### src/rtl/ram_bank_sweep.sv
// Banked single-port data RAM with a registered read port and a hardware zero-fill sweep.
// Contents are swept to zero after reset release and again whenever clear is requested.
module ram_bank_sweep #(
   parameter int unsigned WIDTH     = 16,
   parameter int unsigned ADDR_BITS = 6,
   parameter int unsigned BANK_BITS = 3
) (
   input  logic                 clk,
   input  logic                 rst_n,
   input  logic [WIDTH-1:0]     in,
   input  logic [ADDR_BITS-1:0] address,
   input  logic                 load,
   input  logic                 rd_en,
   input  logic                 clear,
   output logic [WIDTH-1:0]     out,
   output logic                 out_valid,
   output logic                 busy
);

   localparam int unsigned WORD_BITS  = ADDR_BITS - BANK_BITS;
   localparam int unsigned NUM_BANKS  = 2 ** BANK_BITS;
   localparam int unsigned BANK_DEPTH = 2 ** WORD_BITS;

   // One spare bit on the counter so the terminal compare can never alias.
   localparam logic [ADDR_BITS:0] LAST_WORD = {1'b0, {ADDR_BITS{1'b1}}};

   typedef enum logic {
      StSweep,
      StIdle
   } state_e;

   state_e               state_q, state_d;
   logic [ADDR_BITS:0]   cnt_q, cnt_d;

   logic                 sweeping;
   logic                 rd_fire;
   logic                 wr_en;
   logic [ADDR_BITS-1:0] wr_addr;
   logic [WIDTH-1:0]     wr_data;
   logic [BANK_BITS-1:0] wr_bank;
   logic [WORD_BITS-1:0] wr_word;
   logic [BANK_BITS-1:0] rd_bank;
   logic [WORD_BITS-1:0] rd_word;
   logic [WIDTH-1:0]     bank_rdata [NUM_BANKS];

   always_ff @(posedge clk or negedge rst_n) begin
      if (!rst_n) begin
         state_q <= StSweep;
         cnt_q   <= '0;
      end else begin
         state_q <= state_d;
         cnt_q   <= cnt_d;
      end
   end

   always_comb begin
      state_d = state_q;
      cnt_d   = cnt_q;
      unique case (state_q)
         StSweep: begin
            cnt_d = cnt_q + (ADDR_BITS + 1)'(1);
            if (cnt_q == LAST_WORD) begin
               state_d = StIdle;
            end
         end
         StIdle: begin
            if (clear) begin
               state_d = StSweep;
               cnt_d   = '0;
            end
         end
         default: begin
            state_d = StSweep;
            cnt_d   = '0;
         end
      endcase
   end

   assign sweeping = (state_q == StSweep);
   assign busy     = sweeping;
   assign rd_fire  = !sweeping && rd_en;

   // The sweep owns the single write port; a user load coinciding with clear is dropped.
   assign wr_en   = sweeping || (load && !clear);
   assign wr_addr = sweeping ? cnt_q[ADDR_BITS-1:0] : address;
   assign wr_data = sweeping ? '0 : in;

   assign wr_bank = wr_addr[ADDR_BITS-1 -: BANK_BITS];
   assign wr_word = wr_addr[WORD_BITS-1:0];
   assign rd_bank = address[ADDR_BITS-1 -: BANK_BITS];
   assign rd_word = address[WORD_BITS-1:0];

   for (genvar b = 0; b < NUM_BANKS; b++) begin : g_bank
      logic [WIDTH-1:0] mem [BANK_DEPTH];
      logic             we;

      assign we = wr_en && (wr_bank == BANK_BITS'(b));

      always_ff @(posedge clk) begin
         if (we) begin
            mem[wr_word] <= wr_data;
         end
      end

      // Asynchronous array read sampled into out gives read-before-write on collisions.
      assign bank_rdata[b] = mem[rd_word];
   end

   always_ff @(posedge clk or negedge rst_n) begin
      if (!rst_n) begin
         out       <= '0;
         out_valid <= 1'b0;
      end else begin
         out_valid <= rd_fire;
         if (rd_fire) begin
            out <= bank_rdata[rd_bank];
         end
      end
   end

endmodule

### config.mk
export PLATFORM = sky130hd
export DESIGN_NAME = ram_bank_sweep
export DESIGN_NICKNAME = d
export VERILOG_FILES = /design/src/rtl/ram_bank_sweep.sv
export SDC_FILE = /design/constraint.sdc
export NUM_CORES = 1
export LEC_CHECK = 0
export CAP_MARGIN = 15
export CORE_MARGIN = 2
export CORE_UTILIZATION = 35
export DETAILED_ROUTE_END_ITERATION = 16
export SYNTH_ARGS = -nofsm -noshare
export SYNTH_HDL_FRONTEND = slang
export SYNTH_SLANG_ARGS = --single-unit
### constraint.sdc
create_clock -name clk -period 6.75 [get_ports clk]
set_clock_uncertainty 0.1 [all_clocks]
set_input_delay 1.35 -clock clk [delete_from_list [all_inputs] [get_ports clk]]
set_output_delay 1.35 -clock clk [all_outputs]
set_load 0.005 [all_outputs]
Yosys cells after proc, flatten, opt, wreduce, memory -nomap -nowiden
Memories as Yosys holds them, arrays and structs flattened.
Cells that the tools add are included.
{"block": "classes", "add_sub_neg": 1, "n_lt_le_gt_ge": 1, "n_eq_ne": 9, "mux": 26, "bitwise_logic": 2, "n_reduce_logical": 13}
{"operator": "16-bit binary-select mux with 3-bit select", "count": 1}
{"operator": "16-bit 2-to-1 mux", "count": 3}
{"operator": "1-bit 2-to-1 mux", "count": 18}
{"operator": "7-bit case mux with 2 select lines", "count": 1}
{"operator": "3-bit equality test, second input constant", "count": 4}
{"operator": "1-bit logical AND", "count": 10}
{"operator": "7-bit by 1-bit adder with 7-bit output, second input constant", "count": 1}
{"operator": "7-bit by 6-bit equality test with 1-bit output, second input constant", "count": 1}
{"operator": "7-bit 2-to-1 mux", "count": 1}
{"operator": "3-bit by 2-bit equality test with 1-bit output, second input constant", "count": 2}
{"operator": "6-bit 2-to-1 mux", "count": 1}
{"operator": "4-bit greater-or-equal comparator, second input constant", "count": 1}
{"operator": "3-bit NOT with 4-bit output", "count": 1}
{"operator": "3-bit by 1-bit equality test with 1-bit output, second input constant", "count": 1}
{"operator": "3-bit logical NOT", "count": 1}
{"operator": "2-bit inequality test, second input constant", "count": 1}
{"operator": "1-bit case mux with 2 select lines", "count": 1}
{"operator": "1-bit logical NOT", "count": 1}
{"operator": "1-bit logical OR", "count": 1}
{"operator": "1-bit NOT", "count": 1}
{"block": "word_totals", "ff_bits": 25, "mem_bits_rw": 1024, "word_cells": 64, "n_memories": 8}
{"memory": "g_bank[0].mem", "words": 8, "word_bits": 16, "rd": 1, "rd_ports_with_merged_regs": 0, "write_ports": 1, "line": "94", "source": "logic [WIDTH-1:0] mem [BANK_DEPTH];"}
{"memory": "g_bank[1].mem", "words": 8, "word_bits": 16, "rd": 1, "rd_ports_with_merged_regs": 0, "write_ports": 1, "line": "94"}
{"memory": "g_bank[2].mem", "words": 8, "word_bits": 16, "rd": 1, "rd_ports_with_merged_regs": 0, "write_ports": 1, "line": "94"}
{"memory": "g_bank[3].mem", "words": 8, "word_bits": 16, "rd": 1, "rd_ports_with_merged_regs": 0, "write_ports": 1, "line": "94"}
{"memory": "g_bank[4].mem", "words": 8, "word_bits": 16, "rd": 1, "rd_ports_with_merged_regs": 0, "write_ports": 1, "line": "94"}
{"memory": "g_bank[5].mem", "words": 8, "word_bits": 16, "rd": 1, "rd_ports_with_merged_regs": 0, "write_ports": 1, "line": "94"}
{"memory": "+2 memories"}

Longest topological paths before layout
{"block": "logic_depth", "depth_word": 6, "depth_mapped": 9, "depth_no_buf": 6}

Worst setup path after synthesis
Ideal clock, no wire load.
{"block": "synth_timing", "kind": "in2reg", "start": "input address[4]", "end": "memory g_bank[3].mem[0][0], enable pin", "arrival_time_ns": 3.429, "path_slack_ns": 2.833, "path_stages": 9, "n_path_buf": 5, "cell_sequence": "buf_2 buf_2 buf_2 buf_2 buf_2 nand3_1 o21ai_0 nand2_1 nor2_1"}
{"block": "synth_between", "elab_chain_cells": 5}
{"item": "start: declaration", "line": "11", "source": "input logic [ADDR_BITS-1:0] address,"}
{"item": "6-bit 2-to-1 mux", "line": "85", "source": "assign wr_addr = sweeping ? cnt_q[ADDR_BITS-1:0] : address;"}
{"item": "3-bit by 2-bit equality test with 1-bit output", "line": "97", "source": "assign we = wr_en && (wr_bank == BANK_BITS'(b));"}
{"item": "1-bit logical AND", "line": "97"}
{"item": "1-bit 2-to-1 mux", "line": "100", "source": "if (we) begin"}
{"item": "1-bit 2-to-1 mux (not written as such)", "line": "101", "source": "mem[wr_word] <= wr_data;"}
{"item": "end: declaration", "line": "94"}
Every way passes these cells.

Worst setup path after layout
{"block": "layout_timing", "start": "register state_q", "end": "memory g_bank[2].mem[3][13], enable pin"}
{"block": "layout_between", "elab_chain_cells": 5, "word_cells_on_any_way": 7, "classes_between": "1 x eq/ne; 3 x mux; 1 x bitwise; 2 x reduce/logical"}
{"item": "start: declaration", "line": "32", "source": "state_e state_q, state_d;"}
{"item": "start signal: assignment", "line": "48", "source": "state_q <= StSweep;"}
{"item": "start signal: assignment", "line": "51", "source": "state_q <= state_d;"}
{"item": "6-bit 2-to-1 mux or 1-bit NOT (tied branches)", "line": "85, 79"}
{"item": "3-bit by 2-bit equality test with 1-bit output or 1-bit logical OR (tied branches)", "line": "97, 84"}
{"item": "1-bit logical AND", "line": "97"}
{"item": "1-bit 2-to-1 mux", "line": "100"}
{"item": "1-bit 2-to-1 mux (not written as such)", "line": "101"}
{"item": "end: declaration", "line": "94"}
Parallel ways exist; a longest one is shown, timed or not.

==> impl_metrics.py <==
metrics = {
    "floorplan": {
        "num_rows": 124,
        "coreArea_um2": 114000,
        "chipHeight_um": 343,
        "dieArea_um2": 118000,
        "die_w_um": 343,
        "start_util_pct": 35.3,
        "ios": 45,
    },
    "final_layout": {
        "drive_gt1_share_pct": 21.3,
        "syn_to_final_growth_pct": 14.2,
        "diodes": 0,
        "fin_cells": 3637,
        "final_nets": 2070,
        "final_cell_area_um2": 46000,
        "utilization_pct": 40.3,
    },
    "placement": {
        "hpwlAfterDp_um": 59500,
        "dp.cells": 3451,
        "port_buffers": 44,
        "gp_congestion": 0.852,
        "dpl_cell_area_um2": 42900,
    },
    "worst_setup_path": {
        "rrSetupSlack_ps": 2110,
        "critPathRequiredTime_ps": 7010,
        "r2r_start": "state_q",
        "cp-end-kind": "flop",
        "reg2reg_depth": 6,
        "critPathLaunchType": "flop",
        "critPathKind": "reg -> reg",
        "critPathArrivalTime_ps": 4900,
        "cp_max_fo": 40,
        "crit_start": "state_q",
    },
    "logic_synthesis": {
        "synth_enable_flop_cells": 1024,
        "synthFlopType": "edfxtp_1",
        "syn_nets": 1942,
        "syn_area_per_cell_um2": 21.1,
        "ys_seq_area_share_pct": 77.8,
        "synth_commonest_cells": "edfxtp_1 (1024), mux4_2 (192), mux2i_1 (146)",
        "synth_cell_types": 41,
        "yosysMostFrequentCell": "edfxtp_1",
        "synthTopCellsByArea": "edfxtp_1 (76%), mux4_2 (11%), mux2i_1 (3.6%), a22oi_1 (1.8%), dfrtp_1 (1.6%)",
        "synth_area_um2": 40300,
        "yosys_warnings": 0,
        "synthArstFlopShare_pct": 2.38,
        "ys_seq_elements": 1049,
        "yosysTopAreaCell": "edfxtp_1",
        "synth_top_area_share_pct": 76.3,
        "synthesis.instances": 1914,
    },
    "timing": {
        "rsz0062_at_grt": "no",
        "setup_viol": 0,
        "worst_slew_pin_slew_ps": 1290,
        "final_hold_viol_count": 0,
        "min_period_over_period_pct": 68.7,
        "finalWorstPathRequiredPeriod_ps": 4640,
        "slew_headroom_pct": 14.2,
        "maxSlewViolCount": 0,
        "setup_tns_ps": 0,
        "max_clock_freq_ghz": 0.216,
    },
    "route": {
        "met3_length_um": 7480,
        "met2_wirelength_um": 47500,
        "dr.pass1.iters": 7,
        "wl_per_cell_um": 27.5,
        "vias": 20100,
        "routed_wl_um": 100000,
        "via_per_inst": 5.52,
        "wl_met1_um": 43000,
        "ant_nets": 0,
        "drt_iter0_markers": 2476,
        "top_layer": "met5",
        "drc": 0,
    },
    "clocking": {
        "postCtsResizedCells": 0,
        "cts_buffers": 100,
        "cts_buffer_depth": 3,
        "cts_hold_buf": 0,
        "htree_levels": 3,
        "post_cts_buffers": 0,
        "cts.sinks": 1049,
        "cts_tree": "built",
        "clk-insertion-delay-late_ps": 670,
        "path_clk_slew_ps": 60,
        "cts-root-buf": "clkbuf_16",
    },
    "min_path": {
        "hp-start": "cnt_q[6]",
        "min_path_type": "reg -> reg",
        "hold_depth": 1,
    },
    "power_and_ir_drop": {
        "p_total_uw": 14700,
        "peakVddDrop_v": 0.000203,
        "power.share.clock_pct": 36.6,
        "p_switching_uw": 3520,
        "p_seq_share_pct": 53.4,
        "p_int_uw": 11200,
        "sw_frac_of_total_pct": 23.9,
        "comb_power_share_pct": 10.0,
        "power_density_nw_per_um2": 320,
        "p_leak_uw": 0.0149,
    },
    "global_routing": {
        "grt_pass1_wl_um": 144000,
        "antenna_found_initial": 5,
        "grtUsageTotal_pct": 16.9,
        "first_global_vias": 19700,
        "grt-ovfl-total": 0,
        "grt_max_degree": 152,
    },
    "outcome": {
        "status": "complete, no violations",
    },
    "flow_run": {
        "maxCapViolations": 0,
    },
}
==> critical path: stages (launching register included) <==
cell and delay [ps]:
dfrtp_1 1070, clkinv_1 640, or4b_2 800, o21ai_0 260
nand2_1 340, nor2_1 770, buf_4 340
==> through the flow <==
step           hold slack [ps]  setup slack (ps)
6_report                   407              2110
5_1_grt                    433              1890
4_1_cts                    398              2110
3_5_place_dp               387              1840
3_3_place_gp               361              1390
2_1_floorplan              349              2830
==> flip-flops by register name, indices dropped and copies added (netlist names) <==
name and flops:
cnt_q 7, out_valid 1, g_bank.mem 1024, state_q 1
out 16
==> worst paths after layout <==
check                                       end
min reg2reg                            cnt_q[6]
max                        g_bank[2].mem[3][13]
max in group asynchronous                out[3]
max reg2reg                g_bank[2].mem[3][13]
min                                    cnt_q[6]
min in group asynchronous              cnt_q[3]
==> cell usage in the layout (no fill, tap or decap), types with 28 or more instances in the layout <==
cell,synthesis,layout
nand2_1,30,30
mux4_2,192,192
o22ai_1,33,33
buf_4,8,82
a22oi_1,96,96
a211oi_1,30,30
mux2i_1,146,146
clkdlybuf4s50_1,0,41
clkinv_1,1,28
clkbuf_16,0,102
nand3_1,36,36
edfxtp_1,1024,1024
nor2_1,70,66
==> layout make-up <==
type                       count  area, um2
fill                        9988      68300
sequential                  1049      31400
multi-input combinational    754       8430
clock buffer                 125       2670
tap                         1512       1890
timing repair buffer         134       1180
clock inverter                60        483
inverter                       3       11.3
==> cell families (layout without fill, tap and decap cells) <==
logic type	Yosys count	count (layout)	share of synthesized area [%]
DFF	1049	1049	77.8
buffers and inverters	111	322	1.44
adders and majority gates	1	1	0.0310
muxes	340	340	14.4
AOI/OAI and AO/OA	195	195	3.62
xor gates and xnor gates	1	1	0.0217
and+or+nand+nor	217	217	2.68
==> routing by layer <==
layer	vias up	GRT usage (%)
met5	-	0
met3	136	2.96
met4	6	4.31
met2	828	26.8
met1	10800	24.2
li1	8291	-
==> power groups by stage <==
stage                     clock, uW  sequential, uW  combinational (uW)
after global placement            0            7990                1430
after detailed placement          0            8010                1480
after global routing           5750            7900                1550
final                          5400            7870                1470
after CTS                      5500            7870                1480
after floorplan                   0            7870                 817
(Power assumes the default switching activity.)
